$ cat config.mk
export PLATFORM = sky130hd
export DESIGN_NAME = commit_trace_fifo_flat
export DESIGN_NICKNAME = d
export VERILOG_FILES = /design/src/rtl/commit_trace_fifo_if.sv /design/src/rtl/commit_trace_fifo.sv /design/src/flat_wrapper.sv
export SDC_FILE = /design/constraint.sdc
export NUM_CORES = 1
export LEC_CHECK = 0
export ABC_AREA = 0
export BUFFER_PORTS_ARGS = -buffer_cell sky130_fd_sc_hd__buf_2
export CAP_MARGIN = 30
export CORE_MARGIN = 2
export CORE_UTILIZATION = 45
export DETAILED_ROUTE_END_ITERATION = 7
export SLEW_MARGIN = 20
export SYNTH_ARGS = -nofsm -noshare
export SYNTH_HDL_FRONTEND = slang
export SYNTH_SLANG_ARGS = --single-unit
$ cat constraint.sdc
create_clock -name clk -period 4.75 [get_ports clk]
set_input_delay 0.475 -clock clk [delete_from_list [all_inputs] [get_ports clk]]
set_output_delay 0.475 -clock clk [all_outputs]
set_load 0.01 [all_outputs]
$ cat src/rtl/commit_trace_fifo_if.sv
// ============================================================================
//  Module      : commit_trace_fifo_if
//  Description : Bundle between the CPU register-file write port, the commit
//                trace FIFO and its consumer.
//                Producer side : rf_we, rf_waddr, rf_wdata, rf_pc
//                Consumer side : trace_valid/trace_ready handshake with
//                                trace_pc, trace_addr, trace_data
//                Status        : count, full, dropped, commits
//                master modport = CPU/consumer side, slave modport = FIFO.
//  Revision    : 1.0 - initial release
// ============================================================================
`default_nettype none

interface commit_trace_fifo_if #(
    parameter int AW = 4
);
    logic          rf_we;
    logic [4:0]    rf_waddr;
    logic [31:0]   rf_wdata;
    logic [31:0]   rf_pc;

    logic          trace_valid;
    logic          trace_ready;
    logic [31:0]   trace_pc;
    logic [4:0]    trace_addr;
    logic [31:0]   trace_data;

    logic [AW:0]   count;
    logic          full;
    logic [15:0]   dropped;
    logic [31:0]   commits;

    modport master (
        output rf_we, rf_waddr, rf_wdata, rf_pc, trace_ready,
        input  trace_valid, trace_pc, trace_addr, trace_data,
        input  count, full, dropped, commits
    );

    modport slave (
        input  rf_we, rf_waddr, rf_wdata, rf_pc, trace_ready,
        output trace_valid, trace_pc, trace_addr, trace_data,
        output count, full, dropped, commits
    );
endinterface

`default_nettype wire

$ cat src/rtl/commit_trace_fifo.sv
// ============================================================================
//  Module      : commit_trace_fifo
//  Description : Retirement log for the multicycle MIPS cpu. Snoops the
//                register-file write port and queues every write to a
//                non-zero register as {pc, reg, value}. A consumer drains the
//                queue through a show-ahead valid/ready handshake.
//  Ports       : clk   - clock, all state updates on the rising edge
//                reset - synchronous active-high reset
//                bus   - commit_trace_fifo_if.slave (rf_* in, trace_* out,
//                        count/full/dropped/commits status out)
//  Revision    : 1.0 - initial release
// ============================================================================
`default_nettype none

module commit_trace_fifo #(
    parameter int DEPTH = 16,
    parameter int AW    = 4
) (
    input  wire logic              clk,
    input  wire logic              reset,
    commit_trace_fifo_if.slave     bus
);

    localparam logic [AW:0] c_depth = (AW+1)'(DEPTH);
    localparam int          c_ew    = 32 + 5 + 32;   // {pc, addr, data}

    // Entry storage; contents are never reset, validity comes from r_count.
    logic [c_ew-1:0] r_mem [DEPTH];

    logic [AW-1:0]   r_wr_ptr;
    logic [AW-1:0]   r_rd_ptr;
    logic [AW:0]     r_count;
    logic [15:0]     r_dropped;
    logic [31:0]     r_commits;

    logic            w_qual;
    logic            w_full;
    logic            w_pop;
    logic            w_push;
    logic            w_drop;
    logic [c_ew-1:0] w_head;

    // Writes to $zero are architecturally invisible and are ignored.
    assign w_qual = bus.rf_we && (bus.rf_waddr != 5'd0);
    assign w_full = (r_count == c_depth);
    // trace_valid is r_count != 0, so ready while empty never pops.
    assign w_pop  = (r_count != '0) && bus.trace_ready;
    // A full FIFO still accepts a write when the head leaves in the same cycle.
    assign w_push = w_qual && (!w_full || w_pop);
    assign w_drop = w_qual && w_full && !w_pop;

    always_ff @(posedge clk) begin
        if (w_push) begin
            r_mem[r_wr_ptr] <= {bus.rf_pc, bus.rf_waddr, bus.rf_wdata};
        end
    end

    always_ff @(posedge clk) begin
        if (reset) begin
            r_wr_ptr  <= '0;
            r_rd_ptr  <= '0;
            r_count   <= '0;
            r_dropped <= '0;
            r_commits <= '0;
        end else begin
            // DEPTH is a power of two, so natural pointer overflow wraps.
            if (w_push) begin
                r_wr_ptr <= r_wr_ptr + 1'b1;
            end
            if (w_pop) begin
                r_rd_ptr <= r_rd_ptr + 1'b1;
            end
            if (w_push && !w_pop) begin
                r_count <= r_count + 1'b1;
            end else if (w_pop && !w_push) begin
                r_count <= r_count - 1'b1;
            end
            if (w_drop && (r_dropped != 16'hFFFF)) begin
                r_dropped <= r_dropped + 16'd1;
            end
            if (w_qual) begin
                r_commits <= r_commits + 32'd1;
            end
        end
    end

    // Show-ahead head; zeroed when empty so stale array contents never leak.
    assign w_head = (r_count != '0) ? r_mem[r_rd_ptr] : '0;

    assign bus.trace_valid = (r_count != '0);
    assign bus.trace_pc    = w_head[68:37];
    assign bus.trace_addr  = w_head[36:32];
    assign bus.trace_data  = w_head[31:0];
    assign bus.count       = r_count;
    assign bus.full        = w_full;
    assign bus.dropped     = r_dropped;
    assign bus.commits     = r_commits;

endmodule

`default_nettype wire

$ cat src/flat_wrapper.sv
// flat-port wrapper written by rule: the top's interface ports become plain ports
module commit_trace_fifo_flat 
#(
    parameter int DEPTH = 16,
    parameter int AW    = 4
)
  (clk, reset, bus_rf_we, bus_rf_waddr, bus_rf_wdata, bus_rf_pc, bus_trace_ready, bus_trace_valid, bus_trace_pc, bus_trace_addr, bus_trace_data, bus_count, bus_full, bus_dropped, bus_commits);
  commit_trace_fifo_if #(.AW(AW)) bus_i ();
  input  wire logic clk;
  input  wire logic reset;
  input wire logic [$bits(bus_i.rf_we)-1:0] bus_rf_we;
  input wire logic [$bits(bus_i.rf_waddr)-1:0] bus_rf_waddr;
  input wire logic [$bits(bus_i.rf_wdata)-1:0] bus_rf_wdata;
  input wire logic [$bits(bus_i.rf_pc)-1:0] bus_rf_pc;
  input wire logic [$bits(bus_i.trace_ready)-1:0] bus_trace_ready;
  output wire logic [$bits(bus_i.trace_valid)-1:0] bus_trace_valid;
  output wire logic [$bits(bus_i.trace_pc)-1:0] bus_trace_pc;
  output wire logic [$bits(bus_i.trace_addr)-1:0] bus_trace_addr;
  output wire logic [$bits(bus_i.trace_data)-1:0] bus_trace_data;
  output wire logic [$bits(bus_i.count)-1:0] bus_count;
  output wire logic [$bits(bus_i.full)-1:0] bus_full;
  output wire logic [$bits(bus_i.dropped)-1:0] bus_dropped;
  output wire logic [$bits(bus_i.commits)-1:0] bus_commits;
  assign bus_i.rf_we = bus_rf_we;
  assign bus_i.rf_waddr = bus_rf_waddr;
  assign bus_i.rf_wdata = bus_rf_wdata;
  assign bus_i.rf_pc = bus_rf_pc;
  assign bus_i.trace_ready = bus_trace_ready;
  assign bus_trace_valid = bus_i.trace_valid;
  assign bus_trace_pc = bus_i.trace_pc;
  assign bus_trace_addr = bus_i.trace_addr;
  assign bus_trace_data = bus_i.trace_data;
  assign bus_count = bus_i.count;
  assign bus_full = bus_i.full;
  assign bus_dropped = bus_i.dropped;
  assign bus_commits = bus_i.commits;
  commit_trace_fifo #(.DEPTH(DEPTH), .AW(AW)) u_core (.clk(clk), .reset(reset), .bus(bus_i));
endmodule
==> metrics.txt <==
run status=completed; GPL Wtd Cong=0.786; worst slack at placement=roughly 1 ns; HP Class=input pin to flip-flop; FP Rows=between 100 and 150; sw power=6.80 mW; nets@finish=2,399; fill cell count=7,604; CP endpoint kind=output port; final WL=99,400 um; Period minus WS final=approximately 3.8 ns; Synth Flop Type=edfxtp_1; Critical Path Source Type=flip-flop; via count=21,300; Slew HR=between 30% and 40%; syn nets=around 2,100; final period utilization=80.7%; GRT met1 Usage=26.5%; Worst Skew=0.0293 ns; met2 Use GR=32.5%; RSZ-0062 raised after global routing=false; first-pass GRT wire length=147,000 um; worst-path maximum fanout=48; die area=102,000 um^2; initial antenna violation count=17; max cap viols=0; final setup fails=0; total CTS buffers=117; Worst-path clk slew=0.06 ns; drt pass-1 iters=5; Syn Inst Count=roughly 2,100; die height=roughly 320 um; hold depth=3; Placed Cells=3,482; H-Tree Depth=3; clock latency on the worst-skew pair=around 0.7 ns; drc violations=0; Resized Gates After CTS=0; Clock Power Share=33.7%; hpwl dp=53,600 um; clk buf depth=3; total congestion overflow=0; worst hold path endpoint=u_core.r_rd_ptr[1]; Synth area leader=edfxtp_1; Final Util=roughly 52%; CP required=4.28 ns; clock root buffer master=clkbuf_16; vias per cell=5.76; cell depth of the worst flop-to-flop path=12; Fin. Hold Viols=0; Cell Count, Final, Fillers Out=3,706; Max Freq=261 MHz; Worst EP arrival=3.36 ns; hold_buf cts=0; reg-to-reg slack, setup=1.49 ns; synth warn=0; First DRT Iteration DRCs=1,736; Mean Syn Cell Area=21.7 um^2; vias in the first global route=22,700; Async SR Flop Fraction=0%; met3 Usage GRT=3.57%; Core Area=98,600 um^2; worst setup path class=flip-flop to output port; Slew @ Worst Pin=0.935 ns; placed cell areas=47,800 um^2; worst r2r src=u_core.bus.count[0]; # IOs=between 150 and 200; combinational power share=between 20% and 30%; PortBufs=196; PnR worst setup slack=0.917 ns; power per cell area=502 nW/um^2; Reg-to-Reg End=u_core.bus.count[4]; top post-synthesis cells by area=edfxtp_1, mux4_2, mux2i_1; Worst VDD drop=0.302 mV; Post-synth EDFFs=1,104; hold path start=bus_trace_ready; sequential share of power=about 45%; Mapped Area=44,800 um^2; sequential fraction of the synthesis area=76.9%; count of cell types in the netlist=39; area added between synthesis and finish=14.7%; fin area=51,400 um^2; Initial Util=45.5%; Final Max Slew Viols=0; die width=~320 um; internal power=19.0 mW; GRT Overall Usage=between 10% and 20%; Top Usage Layer GRT=met2; Routed WL per cell=~27 um; top-area cell type share of the netlist area=between 70% and 80%; sw frac=26.3%; share of cells above drive strength 1=29.4%; largest net degree at the start of global routing=70; Pleak=between 15 and 20 nW; # Post-CTS Setup Buffers=0; CTS tree=done; Setup TNS Final=0 ns; post-route antenna net violation count=0; synthesized flop and latch total=1,169; total clock sinks=1,169
power groups by stage:
stage	clock, mW	combinational [mW]	sequential [mW]
final	8.70	5.39	11.7
after floorplan	0	3.76	11.8
after global routing	9.30	5.81	11.7
after CTS	8.89	5.53	11.7
after global placement	0	5.48	11.9
after detailed placement	0	5.52	11.9
state kept, by name (all words and copies together) (netlist names), named ones only:
| register | cells |
|---|---|
| u_core.r_wr_ptr | 4 |
| u_core.r_rd_ptr | 4 |
| u_core.bus.dropped | 16 |
| u_core.bus.count | 5 |
| u_core.r_mem | 1104 |
| u_core.bus.commits | 32 |
cells in the final DEF, fill, tap and decap left out, types with 26 or more instances in the layout:
master     instances
buf_12            28
buf_2            196
clkbuf_1          33
clkbuf_16        119
clkinv_1          29
clkinv_2          26
dfxtp_1           62
edfxtp_1        1104
mux2i_1          141
mux4_2           276
nor2_1            53
nor4_1            27
o22ai_1           69
xnor2_1           36
logic make-up (layout without fill, tap and decap cells):
family | count (synthesis) | after routing | synth area share [%]
XOR/XNOR | 47 | 47 | 0.918
other | 0 | 4 | 0
AO/OA/AOI/OAI | 96 | 96 | 1.31
AND/OR/NAND/NOR | 196 | 196 | 2.40
flip-flops | 1169 | 1169 | 76.9
buffers and inverters | 124 | 477 | 1.12
multiplexers | 418 | 418 | 17.0
adder cells (fa/ha/maj) | 12 | 12 | 0.352
worst max-delay path: stages (launching register included):
cell,delay [ns]
dfxtp_1,0.39
nor4_4,0.36
or2b_1,0.40
nand2_4,0.72
o22ai_1,0.47
buf_2,0.27
synthesized netlist by cell type (8+ instances only):
library cell,number
mux2i_1,141
nor2_1,53
edfxtp_1,1104
buf_1,15
clkbuf_1,70
and4_1,10
xnor2_1,36
dfxtp_1,65
ha_1,11
nand4_1,16
nand3_1,22
o22ai_1,69
inv_1,8
nor4_1,27
and2_1,15
buf_2,31
nand2_1,20
xor2_1,11
a21oi_1,14
mux4_2,276
layout make-up:
type / count / area, um^2 / area share, %
flip-flops and latches: 1169 / 34500 / 67.0
multi-input cells: 769 / 9930 / 19.3
clock buffers: 154 / 3130 / 6.09
repair buffers: 249 / 1740 / 3.38
well taps: 1287 / 1610 / 3.13
clock inverters: 66 / 488 / 0.949
inverters: 8 / 30.0 / 0.0584
diodes: 4 / 10.0 / 0.0195
metal layers:
metal,share of wire [%],wire length [um]
met1,42,42000
met2,50,49400
met3,5.5,5490
met4,2.4,2390
met5,0.083,83
per-stage QoR:
stage	hold WS [ns]	power, mW
floorplan	0.459	15.6
global placement	0.477	17.4
detailed placement	0.495	17.5
CTS	0.0591	26.1
global route	0.0998	26.9
finish	0.106	25.8
worst max-delay path by stage:
stage / from / to
finish: u_core.bus.count[0] / bus_trace_data[2]
global route: flip-flop / bus_trace_pc[8]
CTS: u_core.bus.count[0] / bus_trace_data[2]
detailed placement: bus_rf_waddr[3] / u_core.bus.count[4]
global placement: bus_rf_waddr[3] / u_core.bus.count[4]
floorplan: bus_rf_waddr[3] / u_core.r_mem[10][0]
Note: power is estimated with default switching activity, not from simulation.
